**config.mk**
```make
export PLATFORM = sky130hd
export DESIGN_NAME = chs_conf_receiver
export DESIGN_NICKNAME = d
export VERILOG_FILES = /design/src/rtl/chs_pkg.sv /design/src/rtl/chs_conf_receiver_ones_counter.sv /design/src/rtl/chs_conf_receiver.sv
export SDC_FILE = /design/constraint.sdc
export NUM_CORES = 1
export LEC_CHECK = 0
export ABC_AREA = 1
export BUFFER_PORTS_ARGS = -buffer_cell sky130_fd_sc_hd__buf_2
export CORE_MARGIN = 2
export CORE_UTILIZATION = 35
export CTS_CLUSTER_DIAMETER = 100
export CTS_CLUSTER_SIZE = 20
export DETAILED_ROUTE_END_ITERATION = 10
export MAX_ROUTING_LAYER = met4
export PLACE_DENSITY = 0.56
export REMOVE_ABC_BUFFERS = 1
export SLEW_MARGIN = 20
export SYNTH_ARGS = -nofsm -noshare
export SYNTH_HDL_FRONTEND = slang
export SYNTH_SLANG_ARGS = --single-unit
```
**constraint.sdc**
```tcl
create_clock -name clk -period 2.2 [get_ports clk]
set_input_delay 0.44 -clock clk [delete_from_list [all_inputs] [get_ports clk]]
set_output_delay 0.44 -clock clk [all_outputs]
set_load 0.01 [all_outputs]
```
**src/rtl/chs_pkg.sv**
```systemverilog
// Shared types and defaults for the chs_conf serial receiver.
package chs_pkg;

    typedef enum logic [1:0] {
        S_IDLE   = 2'd0,
        S_DATA   = 2'd1,
        S_PARITY = 2'd2
    } chs_state_e;

    localparam int unsigned CHS_CONF_W  = 8;
    localparam int unsigned CHS_TIMEOUT = 16;
    localparam int unsigned CNT_W       = 4;

endpackage

```
**src/rtl/chs_conf_receiver_ones_counter.sv**
```systemverilog
// Ones counter for the receiver: counts accepted 1 bits and reports even/odd.
module chs_ones_counter
    import chs_pkg::*;
(
    input  logic             clk,
    input  logic             rst_n,
    input  logic             clr_i,
    input  logic             en_i,
    output logic [CNT_W-1:0] count_o,
    output logic             is_even_o
);

    logic [CNT_W-1:0] count_q;
    logic [CNT_W-1:0] count_d;

    always_comb begin
        count_d = count_q;
        if (clr_i) begin
            count_d = '0;
        end else if (en_i) begin
            count_d = count_q + CNT_W'(1);
        end
    end

    always_ff @(posedge clk or negedge rst_n) begin
        if (!rst_n) begin
            count_q <= '0;
        end else begin
            count_q <= count_d;
        end
    end

    assign count_o   = count_q;
    assign is_even_o = ~count_q[0];

endmodule

```
**src/rtl/chs_conf_receiver.sv**
```systemverilog
// Serial-to-parallel receiver for the chs_conf byte: MSB-first data, even parity, inter-bit timeout.
module chs_conf_receiver
    import chs_pkg::*;
#(
    parameter int unsigned WIDTH   = CHS_CONF_W,
    parameter int unsigned TIMEOUT = CHS_TIMEOUT
) (
    input  logic             clk,
    input  logic             reset,
    input  logic             start,
    input  logic             inBit,
    input  logic             bit_valid,
    output logic [WIDTH-1:0] chs_conf,
    output logic             conf_valid,
    output logic             parity_err,
    output logic             timeout_err,
    output logic             busy,
    output logic [CNT_W-1:0] ones_count
);

    localparam int unsigned IDX_W = $clog2(WIDTH + 1);
    localparam int unsigned TMR_W = $clog2(TIMEOUT);

    chs_state_e       state_q, state_d;
    logic [WIDTH-1:0] shreg_q, shreg_d;
    logic [IDX_W-1:0] idx_q, idx_d;
    logic [TMR_W-1:0] timer_q, timer_d;
    logic [WIDTH-1:0] conf_q, conf_d;
    logic             conf_valid_q, conf_valid_d;
    logic             perr_q, perr_d;
    logic             terr_q, terr_d;
    logic             busy_q, busy_d;
    logic             cnt_clr_c;
    logic             cnt_en_c;
    logic             cnt_even;

    chs_ones_counter u_ones (
        .clk       (clk),
        .rst_n     (reset),
        .clr_i     (cnt_clr_c),
        .en_i      (cnt_en_c),
        .count_o   (ones_count),
        .is_even_o (cnt_even)
    );

    // Next-state: start has priority, then bit strobes, then the idle timer.
    always_comb begin
        state_d      = state_q;
        shreg_d      = shreg_q;
        idx_d        = idx_q;
        timer_d      = timer_q;
        conf_d       = conf_q;
        conf_valid_d = 1'b0;
        perr_d       = 1'b0;
        terr_d       = 1'b0;
        cnt_clr_c    = 1'b0;
        cnt_en_c     = 1'b0;

        if (start) begin
            state_d   = S_DATA;
            shreg_d   = '0;
            idx_d     = '0;
            timer_d   = '0;
            cnt_clr_c = 1'b1;
        end else begin
            case (state_q)
                S_DATA, S_PARITY: begin
                    if (bit_valid) begin
                        timer_d  = '0;
                        cnt_en_c = inBit;
                        if (state_q == S_DATA) begin
                            shreg_d = {shreg_q[WIDTH-2:0], inBit};
                            idx_d   = idx_q + IDX_W'(1);
                            if (idx_q == IDX_W'(WIDTH - 1)) begin
                                state_d = S_PARITY;
                            end
                        end else begin
                            // Total ones is even when the running parity and the parity bit agree.
                            state_d = S_IDLE;
                            if (cnt_even ^ inBit) begin
                                conf_d       = shreg_q;
                                conf_valid_d = 1'b1;
                            end else begin
                                perr_d = 1'b1;
                            end
                        end
                    end else if (timer_q == TMR_W'(TIMEOUT - 1)) begin
                        state_d = S_IDLE;
                        timer_d = '0;
                        terr_d  = 1'b1;
                    end else begin
                        timer_d = timer_q + TMR_W'(1);
                    end
                end
                default: state_d = S_IDLE;
            endcase
        end
        busy_d = (state_d != S_IDLE);
    end

    always_ff @(posedge clk or negedge reset) begin
        if (!reset) begin
            state_q      <= S_IDLE;
            shreg_q      <= '0;
            idx_q        <= '0;
            timer_q      <= '0;
            conf_q       <= '0;
            conf_valid_q <= 1'b0;
            perr_q       <= 1'b0;
            terr_q       <= 1'b0;
            busy_q       <= 1'b0;
        end else begin
            state_q      <= state_d;
            shreg_q      <= shreg_d;
            idx_q        <= idx_d;
            timer_q      <= timer_d;
            conf_q       <= conf_d;
            conf_valid_q <= conf_valid_d;
            perr_q       <= perr_d;
            terr_q       <= terr_d;
            busy_q       <= busy_d;
        end
    end

    assign chs_conf    = conf_q;
    assign conf_valid  = conf_valid_q;
    assign parity_err  = perr_q;
    assign timeout_err = terr_q;
    assign busy        = busy_q;

endmodule

```
==> run_summary.xml <==
<?xml version="1.0" encoding="UTF-8"?>
<metrics>
  <group name="global_route">
    <metric name="grt_use_total" unit="%">13.3</metric>
    <metric name="grt_antenna_before_repair" unit="">0</metric>
    <metric name="grt.overflow.total" unit="">0</metric>
    <metric name="grt_start_max_net_pins" unit="">35</metric>
    <metric name="via_count_of_the_first_global_routing_pass" unit="">1084</metric>
    <metric name="first_pass_grt_wire_length" unit="um">4990</metric>
  </group>
  <group name="setup_path">
    <metric name="setup.reg_to_reg.worst_slack" unit="ns">0.58</metric>
    <metric name="worstPathRequired" unit="ns">2.37</metric>
    <metric name="max_stage_delay" unit="ns">0.37</metric>
    <metric name="crit_path_end_kind" unit="">flop</metric>
    <metric name="critical_path.max_fanout" unit="">17</metric>
    <metric name="worst_r2r_endpoint" unit="">chs_conf[7]</metric>
    <metric name="cp_slowest_cell" unit="">sky130_fd_sc_hd__dfrtp_1</metric>
    <metric name="crit_chain" unit="">inv_1 &gt; ha_1 &gt; nor2_2 &gt; inv_2 &gt; nor2_4 &gt; nand2_4 &gt; nand2_1 &gt; o21ai_2</metric>
    <metric name="worst-endpoint-arrival" unit="ns">1.80</metric>
    <metric name="timing_worst_setup_path_type" unit="">flop to flop</metric>
    <metric name="timing.reg2reg.worst_path_depth" unit="">8</metric>
    <metric name="critical_path.startpoint_type" unit="">flop</metric>
    <metric name="buffering_stage_count_on_the_worst_path_with_inverters_included" unit="">2</metric>
    <metric name="rr_startpoint" unit="">state_q[0]</metric>
    <metric name="cpLargestDelayFamily" unit="">simple AND/OR/NAND/NOR gates</metric>
  </group>
  <group name="layout">
    <metric name="final_cell_area" unit="um^2">1820</metric>
    <metric name="most_frequent_cells_in_the_layout" unit="">sky130_fd_sc_hd__dfrtp_1 (34), sky130_fd_sc_hd__nand2_1 (31), sky130_fd_sc_hd__inv_1 (22)</metric>
    <metric name="post_synthesis_to_final_layout_area_growth" unit="%">16.0</metric>
    <metric name="fillCellCount" unit="">435</metric>
    <metric name="final_layout_size_suffix_gt1_share" unit="%">24.6</metric>
    <metric name="mostFrequentLayoutCell" unit="">sky130_fd_sc_hd__dfrtp_1</metric>
    <metric name="antennaDiodeCount" unit="">0</metric>
    <metric name="final_net_count" unit="">204</metric>
  </group>
  <group name="route">
    <metric name="num_vias" unit="">1136</metric>
    <metric name="route.detailed.wl_per_inst" unit="um">12.0</metric>
    <metric name="detail_route.wirelength.met1" unit="um">1430</metric>
    <metric name="antenna_violating_nets_post_route" unit="">0</metric>
    <metric name="drt_pre_antenna_iters" unit="">4</metric>
    <metric name="dr_wl_met2" unit="um">1330</metric>
    <metric name="top_layer_used" unit="">met4</metric>
    <metric name="drc_violation_count_after_routing" unit="">0</metric>
    <metric name="routed-wl-met3" unit="um">136</metric>
    <metric name="detail_routed_via_count_per_cell" unit="">4.60</metric>
    <metric name="routed_wl" unit="um">2960</metric>
    <metric name="drt_iter0_markers" unit="">37</metric>
  </group>
  <group name="synthesis">
    <metric name="yosys_top_cell_by_area" unit="">sky130_fd_sc_hd__dfrtp_1</metric>
    <metric name="post_synth.cell_area_avg" unit="um^2">9.24</metric>
    <metric name="portion_of_the_post_synthesis_area_used_by_sequential_elements" unit="%">54.2</metric>
    <metric name="combinational_family_with_the_most_area_after_synthesis" unit="">simple AND/OR/NAND/NOR gates</metric>
    <metric name="netlist_top_cells_area" unit="">sky130_fd_sc_hd__dfrtp_1 (54%), sky130_fd_sc_hd__nand2_1 (7.4%), sky130_fd_sc_hd__nand3_1 (6.1%)</metric>
    <metric name="warning_count_from_the_yosys_run" unit="">0</metric>
    <metric name="netlist-cell-type-count" unit="">24</metric>
    <metric name="synth.cell_area" unit="um^2">1570</metric>
    <metric name="synth_adder_area_share" unit="%">3.98</metric>
    <metric name="synth-simple-area-share" unit="%">20.9</metric>
    <metric name="synth.mux.area_fraction" unit="%">0</metric>
    <metric name="syn-instance-count" unit="">170</metric>
    <metric name="yosys_register_bits" unit="">34</metric>
    <metric name="synth_compound_gate_area_share" unit="%">10.6</metric>
    <metric name="post_synth_xor_area_fraction" unit="%">2.23</metric>
    <metric name="synth_top_area_share" unit="%">54.2</metric>
  </group>
  <group name="cts">
    <metric name="clkTransAtPathRegs" unit="ns">0.07</metric>
    <metric name="clock_latency" unit="ns">0.29</metric>
    <metric name="cts_tree" unit="">built</metric>
    <metric name="cts_inserted_buffers" unit="">5</metric>
    <metric name="cts-htree-levels" unit="">2</metric>
    <metric name="cts_buffer_depth" unit="">2</metric>
    <metric name="cts_setup_buffers" unit="">0</metric>
    <metric name="cts.hold.buffers_added" unit="">0</metric>
    <metric name="cts_sinks" unit="">34</metric>
    <metric name="clk_root_buffer_cell" unit="">sky130_fd_sc_hd__clkbuf_8</metric>
    <metric name="quantity_of_gates_resized_following_cts" unit="">0</metric>
  </group>
  <group name="min_path">
    <metric name="min_path_type" unit="">input pin to asynchronous set/reset pin</metric>
  </group>
  <group name="timing">
    <metric name="rsz_0062_raised_after_global_routing" unit="">false</metric>
    <metric name="fmax" unit="MHz">616</metric>
    <metric name="setup_tns" unit="ns">0</metric>
    <metric name="fin_ws" unit="ns">0.576</metric>
    <metric name="whs" unit="ns">0.222</metric>
    <metric name="post-route-min-period" unit="ns">1.62</metric>
    <metric name="finalHoldViolCount" unit="">0</metric>
    <metric name="timing.slew.headroom" unit="%">49.6</metric>
    <metric name="timing.clock.skew" unit="ns">0.00667</metric>
    <metric name="fin_crit_sh" unit="%">73.8</metric>
    <metric name="worst_pin_slew" unit="ns">0.756</metric>
    <metric name="drv_slew" unit="">0</metric>
    <metric name="setup_viol" unit="">0</metric>
  </group>
  <group name="power_and_ir_drop">
    <metric name="power-per-cell-area" unit="nW/um^2">807</metric>
    <metric name="peakVddDrop" unit="mV">0.300</metric>
    <metric name="cellLeakagePower" unit="nW">0.935</metric>
    <metric name="p_total" unit="mW">1.47</metric>
  </group>
  <group name="outcome">
    <metric name="outcome" unit="">completed</metric>
  </group>
  <group name="floorplanning">
    <metric name="core_area" unit="um^2">4320</metric>
    <metric name="initial_core_util" unit="%">36.3</metric>
    <metric name="design.die.area" unit="um^2">5040</metric>
    <metric name="pin_count" unit="">21</metric>
    <metric name="dieWidth" unit="um">71.0</metric>
    <metric name="die-height" unit="um">71.0</metric>
    <metric name="standard_cell_rows" unit="">24</metric>
  </group>
  <group name="flow_run">
    <metric name="drv_cap" unit="">0</metric>
  </group>
  <group name="placed_design">
    <metric name="detailed_place_hpwl" unit="um">2030</metric>
    <metric name="place.gp.congestion" unit="">0.768</metric>
    <metric name="detailed_place.area" unit="um^2">1710</metric>
    <metric name="pre_cts_slack" unit="ns">0.565</metric>
    <metric name="port-buffer-count" unit="">20</metric>
  </group>
</metrics>
Yosys cell counts, drive strengths merged:
cell type,count
xnor2,3
nor2,12
nand4,2
xor2,1
ha,5
a31oi,1
inv,26
a21oi,5
buf,4
o21ai,21
nand2,35
nor2b,1
dfrtp,34
nor3,1
nand3,19
final cells by class:
type                            count  area [um^2]  area share [%]
Timing Repair Buffer               21          108            5.91
Clock buffer                        5         68.8            3.78
Inverter                           26         97.6            5.36
Tap cell                           52         65.1            3.57
Sequential cell                    34          851            46.7
Clock inverter                      3         40.0            2.20
Multi-Input combinational cell    106          592            32.5
through the flow:
step | util (%) | cells
after global placement | 39.6 | 239
final | 42.1 | 247
after floorplan | - | 166
after CTS | 42.1 | 247
after global routing | 42.1 | 247
after detailed placement | 39.6 | 239
report_power, final:
part | switching [mW] | total (mW) | internal [mW]
Sequential | 0.0339 | 0.697 | 0.663
Clock | 0.235 | 0.569 | 0.333
Combinational | 0.133 | 0.205 | 0.0721
Total | 0.402 | 1.47 | 1.07
flip-flops by register name (all words and copies together) (netlist names):
name            cells
timeout_err         1
busy                1
u_ones.count_o      4
state_q             2
timer_q             4
conf_valid          1
shreg_q             8
parity_err          1
chs_conf            8
idx_q               4
worst max-delay path by stage:
| stage | start | endpoint | slack (ns) | depth (start not counted) |
|---|---|---|---|---|
| floorplan | state_q[0] | chs_conf[0] | 0.72 | 8 |
| CTS | state_q[0] | chs_conf[7] | 0.55 | 8 |
| finish | state_q[0] | chs_conf[7] | 0.58 | 8 |
| global placement | state_q[0] | chs_conf[7] | 0.62 | 8 |
| detailed placement | state_q[0] | chs_conf[2] | 0.57 | 8 |
| global route | state_q[0] | chs_conf[5] | 0.41 | 8 |
worst reg2reg max path: stages, from the launching register on:
cell and delay (ns):
sky130_fd_sc_hd__dfrtp_1 0.37, sky130_fd_sc_hd__inv_1 0.05, sky130_fd_sc_hd__ha_1 0.35, sky130_fd_sc_hd__nor2_2 0.21, sky130_fd_sc_hd__inv_2 0.09, sky130_fd_sc_hd__nor2_4 0.10
sky130_fd_sc_hd__nand2_4 0.15, sky130_fd_sc_hd__nand2_1 0.13, sky130_fd_sc_hd__o21ai_2 0.05
routing by layer:
metal  up-vias  track usage (%)
met5         -                -
met4         0             6.29
met3         6             4.42
met2        24             19.6
met1       522             16.4
li1        584                -
kinds of logic after synthesis:
| group | count (synthesis) |
|---|---|
| compound gates | 27 |
| xor+xnor | 4 |
| fa+ha+maj | 5 |
| buf+inv | 30 |
| flops | 34 |
| simple gates | 70 |
No activity file was read; power rests on OpenSTA's default activity.
